**config.mk**
```make
export PLATFORM = sky130hd
export DESIGN_NAME = core_dmem_axi_flat
export DESIGN_NICKNAME = d
export VERILOG_FILES = /design/src/rtl/core_dmem_axi_if.sv /design/src/rtl/core_dmem_axi.sv /design/src/flat_wrapper.sv
export SDC_FILE = /design/constraint.sdc
export NUM_CORES = 1
export LEC_CHECK = 0
export ABC_AREA = 1
export BUFFER_PORTS_ARGS = -buffer_cell sky130_fd_sc_hd__buf_2
export CORE_UTILIZATION = 45
export CTS_CLUSTER_DIAMETER = 30
export DETAILED_ROUTE_END_ITERATION = 8
export GPL_ROUTABILITY_DRIVEN = 0
export PLACE_DENSITY = 0.9
export REMOVE_ABC_BUFFERS = 1
export SYNTH_ARGS = -nofsm -noshare
export SYNTH_HDL_FRONTEND = slang
export SYNTH_SLANG_ARGS = --single-unit
```
**constraint.sdc**
```tcl
create_clock -name CLK -period 3.6 [get_ports CLK]
set_input_delay 0.18 -clock CLK [delete_from_list [all_inputs] [get_ports CLK]]
set_output_delay 0.18 -clock CLK [all_outputs]
set_load 0.01 [all_outputs]
```
**src/rtl/core_dmem_axi_if.sv**
```systemverilog
// AXI4-Lite bus bundle between the memory-stage master (core_dmem_axi) and the data memory.
interface core_dmem_axi_if;
  logic [31:0] M_AWADDR;
  logic        M_AWVALID;
  logic        M_AWREADY;
  logic [31:0] M_WDATA;
  logic [3:0]  M_WSTRB;
  logic        M_WVALID;
  logic        M_WREADY;
  logic        M_BVALID;
  logic [1:0]  M_BRESP;
  logic        M_BREADY;
  logic [31:0] M_ARADDR;
  logic        M_ARVALID;
  logic        M_ARREADY;
  logic [31:0] M_RDATA;
  logic [1:0]  M_RRESP;
  logic        M_RVALID;
  logic        M_RREADY;

  modport master (
    output M_AWADDR, M_AWVALID, M_WDATA, M_WSTRB, M_WVALID, M_BREADY,
           M_ARADDR, M_ARVALID, M_RREADY,
    input  M_AWREADY, M_WREADY, M_BVALID, M_BRESP,
           M_ARREADY, M_RDATA, M_RRESP, M_RVALID
  );

  modport slave (
    input  M_AWADDR, M_AWVALID, M_WDATA, M_WSTRB, M_WVALID, M_BREADY,
           M_ARADDR, M_ARVALID, M_RREADY,
    output M_AWREADY, M_WREADY, M_BVALID, M_BRESP,
           M_ARREADY, M_RDATA, M_RRESP, M_RVALID
  );
endinterface

```
**src/rtl/core_dmem_axi.sv**
```systemverilog
// Memory-stage AXI4-Lite master: one single-beat load or store per request, DONE pulse on completion.
// Optional DMEM_MISALIGN_TRAP_EN: misaligned H/W requests complete immediately with ERR and no bus traffic.
module core_dmem_axi #(
  parameter int TMO_W = 10
) (
  input  logic                  CLK,
  input  logic                  RST,
  input  logic                  C_LOAD,
  input  logic                  C_STORE,
  input  logic [31:0]           DMEM_ARADDR,
  input  logic [3:0]            STRB,
  input  logic [2:0]            FUNCT3,
  input  logic [31:0]           REG_RDATA2,
  output logic [31:0]           LOAD_DATA,
  output logic                  DMEM_DONE,
  output logic                  DMEM_BUSY,
  output logic                  DMEM_ERR,
  core_dmem_axi_if.master       m_axi
);

  typedef enum logic [2:0] {
    S_IDLE,
    S_WR,
    S_B,
    S_AR,
    S_R,
    S_DONE
  } state_e;

  // Abort fires on the cycle the counter would reach all-ones.
  localparam logic [TMO_W-1:0] TMO_LAST = {{(TMO_W-1){1'b1}}, 1'b0};

  state_e           state_q, state_d;
  logic [31:0]      addr_q, addr_d;
  logic [31:0]      wdata_q, wdata_d;
  logic [3:0]       strb_q, strb_d;
  logic [2:0]       f3_q, f3_d;
  logic             aw_done_q, aw_done_d;
  logic             w_done_q, w_done_d;
  logic             err_q, err_d;
  logic [31:0]      ld_q, ld_d;
  logic [TMO_W-1:0] tmo_q, tmo_d;

  logic             aw_hs, w_hs, tmo_hit;

  function automatic logic [31:0] load_extend(input logic [31:0] rdata,
                                              input logic [1:0]  off,
                                              input logic [2:0]  f3);
    logic [31:0] d;
    d = rdata >> {off, 3'b000};
    case (f3[1:0])
      2'b00:   return {{24{~f3[2] & d[7]}}, d[7:0]};
      2'b01:   return {{16{~f3[2] & d[15]}}, d[15:0]};
      default: return d;
    endcase
  endfunction

`ifdef DMEM_MISALIGN_TRAP_EN
  function automatic logic misaligned(input logic [1:0] off, input logic [2:0] f3);
    return ((f3[1:0] == 2'b01) && off[0]) || ((f3[1:0] == 2'b10) && (off != 2'b00));
  endfunction
`endif

  always_ff @(posedge CLK or posedge RST) begin
    if (RST) begin
      state_q   <= S_IDLE;
      addr_q    <= '0;
      wdata_q   <= '0;
      strb_q    <= '0;
      f3_q      <= '0;
      aw_done_q <= 1'b0;
      w_done_q  <= 1'b0;
      err_q     <= 1'b0;
      ld_q      <= '0;
      tmo_q     <= '0;
    end else begin
      state_q   <= state_d;
      addr_q    <= addr_d;
      wdata_q   <= wdata_d;
      strb_q    <= strb_d;
      f3_q      <= f3_d;
      aw_done_q <= aw_done_d;
      w_done_q  <= w_done_d;
      err_q     <= err_d;
      ld_q      <= ld_d;
      tmo_q     <= tmo_d;
    end
  end

  assign aw_hs   = m_axi.M_AWVALID & m_axi.M_AWREADY;
  assign w_hs    = m_axi.M_WVALID & m_axi.M_WREADY;
  assign tmo_hit = (tmo_q == TMO_LAST);

  always_comb begin
    state_d   = state_q;
    addr_d    = addr_q;
    wdata_d   = wdata_q;
    strb_d    = strb_q;
    f3_d      = f3_q;
    aw_done_d = aw_done_q;
    w_done_d  = w_done_q;
    err_d     = err_q;
    ld_d      = ld_q;
    tmo_d     = tmo_q + 1'b1;

    unique case (state_q)
      S_IDLE: begin
        if (C_STORE || C_LOAD) begin
          addr_d    = DMEM_ARADDR;
          wdata_d   = REG_RDATA2 << {DMEM_ARADDR[1:0], 3'b000};
          strb_d    = STRB;
          f3_d      = FUNCT3;
          aw_done_d = 1'b0;
          w_done_d  = 1'b0;
          err_d     = 1'b0;
          state_d   = C_STORE ? S_WR : S_AR;
`ifdef DMEM_MISALIGN_TRAP_EN
          if (misaligned(DMEM_ARADDR[1:0], FUNCT3)) begin
            state_d = S_DONE;
            err_d   = 1'b1;
            if (!C_STORE) ld_d = '0;
          end
`endif
        end
      end
      S_WR: begin
        if (aw_hs) aw_done_d = 1'b1;
        if (w_hs)  w_done_d  = 1'b1;
        // AW and W may finish in either order; move on only once both have.
        if ((aw_done_q || aw_hs) && (w_done_q || w_hs)) begin
          state_d = S_B;
        end else if (tmo_hit) begin
          state_d = S_DONE;
          err_d   = 1'b1;
        end
      end
      S_B: begin
        if (m_axi.M_BVALID) begin
          state_d = S_DONE;
          err_d   = (m_axi.M_BRESP != 2'b00);
        end else if (tmo_hit) begin
          state_d = S_DONE;
          err_d   = 1'b1;
        end
      end
      S_AR: begin
        if (m_axi.M_ARREADY) begin
          state_d = S_R;
        end else if (tmo_hit) begin
          state_d = S_DONE;
          err_d   = 1'b1;
        end
      end
      S_R: begin
        if (m_axi.M_RVALID) begin
          state_d = S_DONE;
          err_d   = (m_axi.M_RRESP != 2'b00);
          ld_d    = (m_axi.M_RRESP != 2'b00) ? '0
                  : load_extend(m_axi.M_RDATA, addr_q[1:0], f3_q);
        end else if (tmo_hit) begin
          state_d = S_DONE;
          err_d   = 1'b1;
          ld_d    = '0;
        end
      end
      S_DONE: begin
        state_d = S_IDLE;
      end
      default: begin
        state_d = S_IDLE;
      end
    endcase

    if ((state_d != state_q) || (state_q == S_IDLE) || (state_q == S_DONE)) tmo_d = '0;
  end

  assign m_axi.M_AWADDR  = {addr_q[31:2], 2'b00};
  assign m_axi.M_ARADDR  = {addr_q[31:2], 2'b00};
  assign m_axi.M_WDATA   = wdata_q;
  assign m_axi.M_WSTRB   = strb_q;
  assign m_axi.M_AWVALID = (state_q == S_WR) && !aw_done_q;
  assign m_axi.M_WVALID  = (state_q == S_WR) && !w_done_q;
  assign m_axi.M_BREADY  = (state_q == S_B);
  assign m_axi.M_ARVALID = (state_q == S_AR);
  assign m_axi.M_RREADY  = (state_q == S_R);

  assign DMEM_DONE = (state_q == S_DONE);
  assign DMEM_ERR  = (state_q == S_DONE) && err_q;
  assign DMEM_BUSY = (state_q == S_WR) || (state_q == S_B) ||
                     (state_q == S_AR) || (state_q == S_R);
  assign LOAD_DATA = ld_q;

endmodule

```
**src/flat_wrapper.sv**
```systemverilog
// flat-port wrapper written by rule: the top's interface ports become plain ports
module core_dmem_axi_flat 
#(
  parameter int TMO_W = 10
)
  (CLK, RST, C_LOAD, C_STORE, DMEM_ARADDR, STRB, FUNCT3, REG_RDATA2, LOAD_DATA, DMEM_DONE, DMEM_BUSY, DMEM_ERR, m_axi_M_AWADDR, m_axi_M_AWVALID, m_axi_M_WDATA, m_axi_M_WSTRB, m_axi_M_WVALID, m_axi_M_BREADY, m_axi_M_ARADDR, m_axi_M_ARVALID, m_axi_M_RREADY, m_axi_M_AWREADY, m_axi_M_WREADY, m_axi_M_BVALID, m_axi_M_BRESP, m_axi_M_ARREADY, m_axi_M_RDATA, m_axi_M_RRESP, m_axi_M_RVALID);
  core_dmem_axi_if m_axi_i ();
  input  logic CLK;
  input  logic RST;
  input  logic C_LOAD;
  input  logic C_STORE;
  input  logic [31:0] DMEM_ARADDR;
  input  logic [3:0] STRB;
  input  logic [2:0] FUNCT3;
  input  logic [31:0] REG_RDATA2;
  output logic [31:0] LOAD_DATA;
  output logic DMEM_DONE;
  output logic DMEM_BUSY;
  output logic DMEM_ERR;
  output wire logic [$bits(m_axi_i.M_AWADDR)-1:0] m_axi_M_AWADDR;
  output wire logic [$bits(m_axi_i.M_AWVALID)-1:0] m_axi_M_AWVALID;
  output wire logic [$bits(m_axi_i.M_WDATA)-1:0] m_axi_M_WDATA;
  output wire logic [$bits(m_axi_i.M_WSTRB)-1:0] m_axi_M_WSTRB;
  output wire logic [$bits(m_axi_i.M_WVALID)-1:0] m_axi_M_WVALID;
  output wire logic [$bits(m_axi_i.M_BREADY)-1:0] m_axi_M_BREADY;
  output wire logic [$bits(m_axi_i.M_ARADDR)-1:0] m_axi_M_ARADDR;
  output wire logic [$bits(m_axi_i.M_ARVALID)-1:0] m_axi_M_ARVALID;
  output wire logic [$bits(m_axi_i.M_RREADY)-1:0] m_axi_M_RREADY;
  input wire logic [$bits(m_axi_i.M_AWREADY)-1:0] m_axi_M_AWREADY;
  input wire logic [$bits(m_axi_i.M_WREADY)-1:0] m_axi_M_WREADY;
  input wire logic [$bits(m_axi_i.M_BVALID)-1:0] m_axi_M_BVALID;
  input wire logic [$bits(m_axi_i.M_BRESP)-1:0] m_axi_M_BRESP;
  input wire logic [$bits(m_axi_i.M_ARREADY)-1:0] m_axi_M_ARREADY;
  input wire logic [$bits(m_axi_i.M_RDATA)-1:0] m_axi_M_RDATA;
  input wire logic [$bits(m_axi_i.M_RRESP)-1:0] m_axi_M_RRESP;
  input wire logic [$bits(m_axi_i.M_RVALID)-1:0] m_axi_M_RVALID;
  assign m_axi_M_AWADDR = m_axi_i.M_AWADDR;
  assign m_axi_M_AWVALID = m_axi_i.M_AWVALID;
  assign m_axi_M_WDATA = m_axi_i.M_WDATA;
  assign m_axi_M_WSTRB = m_axi_i.M_WSTRB;
  assign m_axi_M_WVALID = m_axi_i.M_WVALID;
  assign m_axi_M_BREADY = m_axi_i.M_BREADY;
  assign m_axi_M_ARADDR = m_axi_i.M_ARADDR;
  assign m_axi_M_ARVALID = m_axi_i.M_ARVALID;
  assign m_axi_M_RREADY = m_axi_i.M_RREADY;
  assign m_axi_i.M_AWREADY = m_axi_M_AWREADY;
  assign m_axi_i.M_WREADY = m_axi_M_WREADY;
  assign m_axi_i.M_BVALID = m_axi_M_BVALID;
  assign m_axi_i.M_BRESP = m_axi_M_BRESP;
  assign m_axi_i.M_ARREADY = m_axi_M_ARREADY;
  assign m_axi_i.M_RDATA = m_axi_M_RDATA;
  assign m_axi_i.M_RRESP = m_axi_M_RRESP;
  assign m_axi_i.M_RVALID = m_axi_M_RVALID;
  core_dmem_axi #(.TMO_W(TMO_W)) u_core (.CLK(CLK), .RST(RST), .C_LOAD(C_LOAD), .C_STORE(C_STORE), .DMEM_ARADDR(DMEM_ARADDR), .STRB(STRB), .FUNCT3(FUNCT3), .REG_RDATA2(REG_RDATA2), .LOAD_DATA(LOAD_DATA), .DMEM_DONE(DMEM_DONE), .DMEM_BUSY(DMEM_BUSY), .DMEM_ERR(DMEM_ERR), .m_axi(m_axi_i));
endmodule
```
After elaboration in Yosys (flattened, before gate mapping) --
Index checks and enable logic that the tools add are counted.
Word-level totals: register bits after elaboration 119, word-level logic and storage cells 81, input port bits 116, output and inout port bits 140
Cells by class: reduce and logical (&&, ||, !) cells 26, $add $sub $neg 1, equal/unequal tests 13, shifts and indexed selects 2, muxes and demuxes 24, bitwise operators 5
Operator list (number):
- 32-bit two-way mux | 3
- 32-bit case mux with 2 select lines | 1
- 32-bit by 5-bit << shifter with 32-bit output | 1
- 32-bit by 5-bit >> shifter with 32-bit output | 1
- 3-bit two-way mux | 6
- 3-bit case mux with 5 select lines | 1
- 10-bit by 1-bit adder with 10-bit output (second input constant) | 1
- 10-bit equality test (second input constant) | 1
- 10-bit two-way mux | 1
- 1-bit logical OR | 8
- 1-bit two-way mux | 8
- 2-bit nonzero test | 4
- 3-bit by 2-bit equality test with 1-bit output (second input constant) | 2
- 3-bit equality test (second input constant) | 2
- 2-bit by 1-bit != test with 1-bit output (second input constant) | 3
- 3-bit AND reduction | 2
- 1-bit case mux with 5 select lines | 1
- 5-bit nonzero test | 1
- 1-bit bitwise AND | 4
- 1-bit logical AND | 4
- 2-bit != test (second input constant) | 2
- 1-bit case mux with 2 select lines | 2
- 2-bit AND reduction | 2
- 4-bit AND reduction | 1
- 8 further kinds | 9

Logic depth before layout (Yosys ltp) --
Gate-level depths: netlist of run 1.
depth in word-level cells 11, gate-level depth with buffers 12

Least setup slack after synthesis of run 1 --
OpenSTA, ideal clock, no wires.
path type reg2reg, start reg u_core.tmo_q[0], end reg u_core.ld_q[31] (netlist: u_core.LOAD_DATA[31]), setup slack 1874 ps, setup time 80 ps, arrival time 1646 ps, required time 3520 ps, cell stages (with the launch flop) 11, buffers on the path 1, cell sequence dfrtp_1 inv_1 ha_1 nand3_1 nor2_2 nand2_2 a21oi_4 nand3_4 o21bai_4 buf_6 o22ai_2
Between the ends: longest elaborated chain between the ends 3
Ends and longest elaborated chain:
- from (decl) | RTL line core_dmem_axi.sv:42 | logic [TMO_W-1:0] tmo_q, tmo_d;
- from (signal assigned) | RTL line core_dmem_axi.sv:86 | tmo_q <= tmo_d;
- 10-bit equality test | RTL line core_dmem_axi.sv:92 | assign tmo_hit = (tmo_q == TMO_LAST);
- 2-bit nonzero test (no source line)
- 2-bit AND reduction (no source line)
- to (signal assigned) | RTL line core_dmem_axi.sv:85 | ld_q <= ld_d;
- to (decl) | RTL line core_dmem_axi.sv:41 | logic [31:0] ld_q, ld_d;
No other way between the ends. A chain may end at the register's enable or synchronous reset.

Worst setup path in the final report of run 1 --
start reg u_core.addr_q[0], end reg u_core.ld_q[26] (netlist: u_core.LOAD_DATA[26])
Between the ends: longest elaborated chain between the ends 5, elaborated cells on any way between the ends 6, classes of those cells shift (1); mux (3); bitwise (2)
Ends and longest elaborated chain:
- from (decl) | RTL line core_dmem_axi.sv:34 | logic [31:0] addr_q, addr_d;
- from (signal assigned) | RTL line core_dmem_axi.sv:78 | addr_q <= addr_d;
- 32-bit by 5-bit >> shifter with 32-bit output * | RTL line core_dmem_axi.sv:50 | d = rdata >> {off, 3'b000};
- 1-bit bitwise AND (on tied branches) | RTL line core_dmem_axi.sv:53, core_dmem_axi.sv:52
- 32-bit case mux with 2 select lines * | RTL line core_dmem_axi.sv:51 | case (f3[1:0])
- 32-bit two-way mux * | RTL line core_dmem_axi.sv:158 | ld_d = (m_axi.M_RRESP != 2'b00) ? '0
- 32-bit two-way mux * | RTL line core_dmem_axi.sv:155 | if (m_axi.M_RVALID) begin
Mark *: on every way between the ends. The rest lies on a longest branch, timed or not.

==> metrics, run 1 <==
final cell count without fillers 1222; P&R area growth vs syn 28.69%; RSZ-0062 raised after global routing no; initial antenna violation count 0; CTS Buf Count 17; area share of the largest cell type after synthesis 45.65%; pin count of the biggest net entering global routing 120; vias in the first global route 5883; Clock Latency Late Sink 0.42 ns; row cnt 43; Int Power 4.092 mW; Via density 5.137; total congestion overflow 0; Leak Pwr 4.604 nW; Die W 122.4 um; 1st-pass router iterations 7; Tcrit/Tclk final 68.59%; max cap viols 0; Vias 6277; critical path arrival 2.74 ns; fin nets 1147; Tot Pwr 7.136 mW; n_diodes 0; Final Max Slew Viols 0; core area 0.01399 sq mm; maximum clock insertion buffer count 2; Fin Setup TNS 0 ns; initial cell density of the core 46.64%; Resized cells post-CTS 0; share of cells above drive strength 1 32.05%; iteration-0 DRC count of the detailed router 342; dpl cells 1153; Final min period 2.469 ns; CP Class flop to flop; Final Skew 0.01250 ns; commonest non-fill, non-tap cell in the layout nand2_1; ANT nets after route 0; HPWL after DPL 12040 um; sequential power share 32.0%; I/O Pins 256; # setup viols final 0; Mapped Avg Cell Area 7.995 sq um; Net Switching 3.045 mW; IR drop worst, VDD 0.0005142 V; ranking of synthesized cells by area dfrtp_1, nand2_1, buf_4; part of the Yosys area used for sequential elements 45.65%; Total GRT Usage 24.78%; CP startpoint kind flop; worst-path fanout max 25; status completed; worst hold path type input pin to flop; Mapped Area 0.006524 sq mm; Fin. Hold Viols 0; Clk pin slew, worst setup/hold paths 0.06 ns; critical path required time 3.87 ns; unique cell type count in the Yosys netlist 40; hold slack 0.02076 ns; routed wire length per instance 15.00 um; Total Wirelength 18330 um; H-tree lvl count 4; Synth Warn # 0; Die ar. 0.01498 sq mm; commonest cells after routing, fill and taps aside nand2_1, buf_2, dfrtp_1; die height 122.4 um; first-pass GRT wire length 28590 um; CP endpoint kind flop; DRC Markers 0; port bufs 251; Logic pwr share 44.1%; worst slew pin tran 0.7697 ns; total clock sinks 119; CTS tree yes; Yosys top cell by area dfrtp_1; Clock Tree Root clkbuf_16; Cells after Synth 816; Rel. slew slack 48.69%; fmax 405.0 MHz; Setup Buffers After CTS 0; pwr/cell area 850.0 mW/mm^2; FF+latch count, synth 119; # hold bufs at CTS 37; switching portion of total power 42.67%; clock power share 23.9%
registers in the layout, summed over array words and instances (netlist names), 3 cells and up:
signal,count
u_core.state_q,3
u_core.tmo_q,10
u_core.addr_q,32
u_core.f3_q,3
u_core.m_axi.M_WSTRB,4
u_core.LOAD_DATA,32
u_core.m_axi.M_WDATA,32
power groups by stage:
stage | Sequential (mW) | Combinational (mW) | Clock [mW]
after detailed placement | 2.27 | 3.08 | 0
after CTS | 2.27 | 3.13 | 1.72
after global routing | 2.35 | 3.51 | 1.77
after floorplan | 2.58 | 1.52 | 0
after global placement | 2.26 | 3.01 | 0
final | 2.28 | 3.15 | 1.71
through the flow:
step | instance area (sq um) | utilization [%] | setup slack [ns]
3_5_place_dp | 7435 | 53.15 | 1.252
2_1_floorplan | 5888 | - | 0.2625
4_1_cts | 8396 | 60.02 | 1.194
6_report | 8396 | 60.02 | 1.131
5_1_grt | 8396 | 60.02 | 0.9551
3_3_place_gp | 7435 | 53.15 | 1.395
critical path, stage by stage (launching register included):
cell      delay, ns
dfrtp_1        0.84
inv_1          0.20
o21ai_1        0.22
o21ai_1        0.11
nand3_2        0.20
nand2_1        0.13
o21bai_4       0.47
o22ai_1        0.15
logic make-up (layout without fill, tap and decap cells):
kind of cell / Yosys count / count (layout) / synth area share, %
muxes: 8 / 8 / 1.228
buffers and inverters: 187 / 410 / 14.79
and+or+nand+nor: 341 / 341 / 21.88
other: 1 / 4 / 0.05748
DFF: 119 / 119 / 45.65
adders and majority gates: 2 / 2 / 0.3835
AOI/OAI and AO/OA: 150 / 150 / 14.94
xor gates and xnor gates: 8 / 8 / 1.074
area by class of cell:
class                      count  area (sq um)
clock buffer                  19         442.9
clock inverter                13         147.6
fill                        1195          5593
inverter                      84         320.3
multi-input combinational    513          2597
sequential                   119          2978
tap                          180         225.2
timing repair buffer         294          1684
synthesized netlist by cell type, drive strengths merged:
cell and number:
nand2 281, clkbuf 28, mux2i 8, o21bai 1, nor2 34, clkinv 1
o211ai 13, dfrtp 119, xnor2 3, inv 83, o22ai 32, a31oi 4
conb 1, a221o 7, nor3 3, nand3 16, or2 2, nand4 3
ha 2, nor4 1, o21ai 53, nand3b 1, a21oi 36, a32o 4
buf 75, xor2 5
final timing paths:
| kind | from | end | slack, ns | depth (start not counted) |
|---|---|---|---|---|
| worst max-delay path | u_core.addr_q[0]$_DFFE_PP0P_ | u_core.LOAD_DATA[26]$_DFFE_PP0P_ | 1.13 | 7 |
| min in group asynchronous | RST | u_core.addr_q[27]$_DFFE_PP0P_ | 0.47 | 4 |
| worst max register to register | u_core.addr_q[0]$_DFFE_PP0P_ | u_core.LOAD_DATA[26]$_DFFE_PP0P_ | 1.13 | 7 |
| worst min register to register | u_core.m_axi.M_WSTRB[0]$_DFFE_PP0P_ | u_core.m_axi.M_WSTRB[0]$_DFFE_PP0P_ | 0.47 | 2 |
| max in group asynchronous | RST | u_core.m_axi.M_WDATA[8]$_DFFE_PP0P_ | 2.61 | 4 |
| worst min-delay path | FUNCT3[2] | u_core.f3_q[2]$_DFFE_PP0P_ | 0.02 | 3 |
per-layer routing:
layer	vias to the layer above	share of wire [%]	global-route usage (%)
met4	0	2.3	10.90
met5	-	0	0
met3	34	8.3	5.623
met1	2929	41	31.31
met2	335	49	40.55
li1	2979	-	-
(Power assumes the default switching activity.)
==> run 2, diff against run 1 <==
==> constraint.sdc (replaced) <==
create_clock -name CLK -period 2.25 [get_ports CLK]
set_input_delay 0.1125 -clock CLK [delete_from_list [all_inputs] [get_ports CLK]]
set_output_delay 0.1125 -clock CLK [all_outputs]
set_load 0.01 [all_outputs]
==> metrics, run 2 (synthesis results as in run 1) <==
design area 0.008492 sq mm; Area after DPL 0.007495 sq mm; maximum clock insertion buffer count 2; CP startpoint kind flop; total clock sinks 119; switching portion of total power 42.02%; # setup viols final 0; critical path arrival 2.25 ns; Tcrit/Tclk final 88.04%; dpl cells 1161; IR drop worst, VDD 0.0007627 V; critical path required time 2.52 ns; fmax 504.8 MHz; initial antenna violation count 0; DRC Markers 0; final cell count without fillers 1233; pin count of the biggest net entering global routing 120; initial cell density of the core 46.64%; Final Skew 0.008423 ns; Via density 5.132; worst hold stages 3; Net Switching 4.835 mW; clock power share 23.5%; Final min period 1.981 ns; ANT nets after route 0; Clock Latency Late Sink 0.42 ns; Die ar. 0.01498 sq mm; Fin. Hold Viols 0; CTS Buf Count 17; die height 122.4 um; Rel. slew slack 55.62%; fillers 1196; iteration-0 DRC count of the detailed router 433; row cnt 43; hold path startpoint REG_RDATA2[7]; n_diodes 0; Setup Buffers After CTS 0; commonest cells after routing, fill and taps aside nand2_1, buf_2, dfrtp_1; RSZ-0062 raised after global routing no; Final Max Slew Viols 0; first-pass GRT wire length 29240 um; CTS tree yes; worst slew pin tran 0.6656 ns; pwr/cell area 1355 mW/mm^2; max cap viols 0; routed wire length per instance 15.06 um; FF-to-FF Start u_core.addr_q[0]$_DFFE_PP0P_; worst hold path type input pin to flop; area taken by multi-input logic gates 0.002597 sq mm; Worst R2R Path Depth 7; I/O Pins 256; P&R area growth vs syn 30.17%; H-tree lvl count 4; fin nets 1159; port bufs 251; CP endpoint kind flop; CP Class flop to flop; Logic pwr share 45.0%; vias in the first global route 6086; Int Power 6.672 mW; HPWL after DPL 12300 um; 1st-pass router iterations 5; critical path startpoint u_core.addr_q[0]$_DFFE_PP0P_; status completed; Leak Pwr 4.660 nW; Clk pin slew, worst setup/hold paths 0.06 ns; worst-path fanout max 16; Total GRT Usage 25.17%; Vias 6328; Total Wirelength 18570 um; Clock Tree Root clkbuf_16; FF/Latch Area 0.002978 sq mm; Die W 122.4 um; commonest non-fill, non-tap cell in the layout nand2_1; sequential power share 31.6%; total congestion overflow 0; share of cells above drive strength 1 32.38%; core area 0.01399 sq mm
[run 2: worst paths after layout]
path / to / slack (ns)
max in group asynchronous: u_core.m_axi.M_WDATA[11]$_DFFE_PP0P_ / 1.30
min in group asynchronous: u_core.addr_q[26]$_DFFE_PP0P_ / 0.41
worst min-delay path: u_core.m_axi.M_WDATA[7]$_DFFE_PP0P_ / 0.02
worst min register to register: u_core.m_axi.M_WSTRB[0]$_DFFE_PP0P_ / 0.47
worst max-delay path: u_core.LOAD_DATA[30]$_DFFE_PP0P_ / 0.27
worst max register to register: u_core.LOAD_DATA[30]$_DFFE_PP0P_ / 0.27
[run 2: area by class of cell]
| cell class | count | area share (%) |
|---|---|---|
| clock buffers | 18 | 5.054 |
| clock inverters | 13 | 1.856 |
| inverters | 84 | 3.772 |
| multi-input cells | 513 | 30.59 |
| flip-flops and latches | 119 | 35.07 |
| well taps | 180 | 2.652 |
| repair buffers | 306 | 21.01 |
[run 2: through the flow]
stage | hold slack, ns | utilization (%) | worst slack, ns | total power [mW] | setup TNS, ns
floorplan | 0.2292 | - | -1.020 | 6.555 | -159.02
finish | 0.01501 | 60.71 | 0.2690 | 11.51 | 0
detailed placement | 0.3163 | 53.58 | 0.2812 | 8.672 | 0
CTS | 0.001120 | 60.71 | 0.2691 | 11.49 | 0
global placement | 0.3102 | 53.58 | 0.3793 | 8.510 | 0
global route | 0.01165 | 60.71 | 0.1317 | 12.32 | 0
[run 2: per-layer routing]
layer  share of wire (%)  GRT usage, %
met1                  40         30.25
met5                   0             0
met3                 7.3         6.924
met4                 3.4         12.12
met2                  49         41.61
[run 2: worst max-delay path: stages (launching register included)]
cell	delay (ns)
dfrtp_1	0.40
or2_2	0.30
o21ai_1	0.12
o21ai_1	0.11
nand3_2	0.18
nand2_1	0.13
o21bai_4	0.45
o22ai_1	0.14
[run 2: repair_timing]
action,in CTS,in global routing
gates resized for setup,0,0
hold buffers,41,0
endpoints found under the hold margin,159,0
[run 2: power groups by stage]
| stage | logic (mW) | clock network [mW] | registers, mW |
|---|---|---|---|
| after floorplan | 2.43 | 0 | 4.12 |
| after global placement | 4.92 | 0 | 3.59 |
| after detailed placement | 5.06 | 0 | 3.61 |
| after CTS | 5.14 | 2.74 | 3.61 |
| after global routing | 5.75 | 2.84 | 3.73 |
| final | 5.18 | 2.70 | 3.63 |
==> run 3, diff against run 2 <==
--- a/config.mk
+++ b/config.mk
@@ -7,7 +7,9 @@
 export LEC_CHECK = 0
 export ABC_AREA = 1
 export BUFFER_PORTS_ARGS = -buffer_cell sky130_fd_sc_hd__buf_2
-export CORE_UTILIZATION = 45
+export CELL_PAD_IN_SITES_DETAIL_PLACEMENT = 1
+export CELL_PAD_IN_SITES_GLOBAL_PLACEMENT = 1
+export CORE_UTILIZATION = 32
 export CTS_CLUSTER_DIAMETER = 30
 export DETAILED_ROUTE_END_ITERATION = 8
 export GPL_ROUTABILITY_DRIVEN = 0
==> metrics, run 3 (synthesis results as in run 1) <==
status completed; CTS Buf Count 17; CP max stage cell o21bai_4; pwr/cell area 1370 mW/mm^2; Total Wirelength 22480 um; CP Class flop to flop; # setup viols final 0; Die ar. 0.02096 sq mm; max cap viols 0; share of cells above drive strength 1 32.67%; n_diodes 0; Clock Tree Root clkbuf_16; Clk pin slew, worst setup/hold paths 0.06 ns; Setup Buffers After CTS 0; iteration-0 DRC count of the detailed router 311; Final Skew 0.01555 ns; port bufs 251; 1st-pass router iterations 5; commonest cells after routing, fill and taps aside nand2_1, buf_2, dfrtp_1; Area after DPL 0.007656 sq mm; Via density 4.827; worst-path fanout max 23; CP startpoint kind flop; HPWL after DPL 15350 um; min setup slack post-route 0.2713 ns; Fin. Hold Viols 0; DRC Markers 0; dpl ws 0.3294 ns; first-pass GRT wire length 35760 um; routed wire length per instance 16.98 um; Die W 144.8 um; Tcrit/Tclk final 87.94%; CTS tree yes; I/O Pins 256; initial cell density of the core 33.09%; delay-heaviest family, CP compound AO/OA/AOI/OAI gates; Buf/Inv on CP 1; IR drop worst, VDD 0.0006453 V; # hold bufs at CTS 43; H-tree lvl count 4; fin nets 1165; P&R area growth vs syn 33.12%; total clock sinks 119; Clock Latency Late Sink 0.42 ns; pin count of the biggest net entering global routing 61; total congestion overflow 0; Vias 6391; Resized cells post-CTS 0; critical path required time 2.53 ns; core area 0.01972 sq mm; Final min period 1.979 ns; maximum clock insertion buffer count 2; ANT nets after route 0; design area 0.008685 sq mm; commonest non-fill, non-tap cell in the layout nand2_1; worst-path cell chain buf_4 -> nor2_1 -> nor2_1 -> nand2_1 -> o21ai_1 -> nand3_2 -> nand2_1 -> o21bai_4 -> o22ai_1; Total GRT Usage 22.29%; worst hold path type input pin to flop; critical path arrival 2.25 ns; Fin Setup TNS 0 ns; fmax 505.4 MHz; die height 144.8 um; vias in the first global route 6975; CP endpoint kind flop; worst slew pin tran 0.5788 ns; row cnt 51; RSZ-0062 raised after global routing no; Rel. slew slack 61.31%; Crit path largest cell delay 0.48 ns; Final Max Slew Viols 0; initial antenna violation count 0; Leak Pwr 4.698 nW; Tot Pwr 11.90 mW
run 3: changes by cell type in the layout (fill, tap and decap cells not counted), sizes merged:
cell	change
buf	+4
bufinv	-1
clkbuf	+1
clkinv	-3
dlygate4sd3	+2
inv	+3
run 3: final timing paths:
check / slack (ns) / from / cells past startpoint / endpoint
worst max-delay path: 0.27 / u_core.addr_q[0]$_DFFE_PP0P_ / 9 / u_core.LOAD_DATA[29]$_DFFE_PP0P_
worst min-delay path: 0.03 / REG_RDATA2[7] / 3 / u_core.m_axi.M_WDATA[7]$_DFFE_PP0P_
worst max register to register: 0.27 / u_core.addr_q[0]$_DFFE_PP0P_ / 9 / u_core.LOAD_DATA[29]$_DFFE_PP0P_
worst min register to register: 0.48 / u_core.m_axi.M_WDATA[15]$_DFFE_PP0P_ / 2 / u_core.m_axi.M_WDATA[15]$_DFFE_PP0P_
max in group asynchronous: 1.28 / RST / 4 / u_core.tmo_q[7]$_DFF_PP0_
min in group asynchronous: 0.27 / RST / 3 / u_core.addr_q[4]$_DFFE_PP0P_
run 3: area by class of cell:
class,count,area (sq um)
fill,2443,11030
sequential,119,2978
multi-input combinational,513,2597
timing repair buffer,312,1859
clock buffer,19,452.9
tap,265,331.6
inverter,84,320.3
clock inverter,12,145.1
run 3: worst register-to-register path, stage by stage, from the launching register on:
cell and delay (ns):
dfrtp_1 0.39, buf_4 0.23, nor2_1 0.17, nor2_1 0.07, nand2_1 0.07, o21ai_1 0.10
nand3_2 0.09, nand2_1 0.09, o21bai_4 0.48, o22ai_1 0.15
run 3: through the flow:
stage                     util, %  std cells  hold WS [ns]
final                       44.04       1324       0.02731
after global routing        44.04       1324       0.02326
after CTS                   44.04       1324      0.008623
after detailed placement    38.83       1250        0.1869
after global placement      38.83       1250        0.1850
after floorplan                 -        716        0.2292
run 3: power by group:
| part | leakage (nW) | total [mW] | switching (mW) | internal (mW) |
|---|---|---|---|---|
| registers | 1.55 | 3.65 | 0.650 | 3.00 |
| clock network | 0.280 | 2.77 | 1.07 | 1.70 |
| logic | 2.87 | 5.48 | 3.47 | 2.01 |
| total | 4.70 | 11.9 | 5.19 | 6.71 |
run 3: layer usage:
layer	global-route usage [%]	wire, um	vias up
li1	-	-	3006
met5	0	0	-
met3	5.726	1148	36
met2	40.33	11810	207
met1	24.87	9048	3142
met4	8.753	473	0
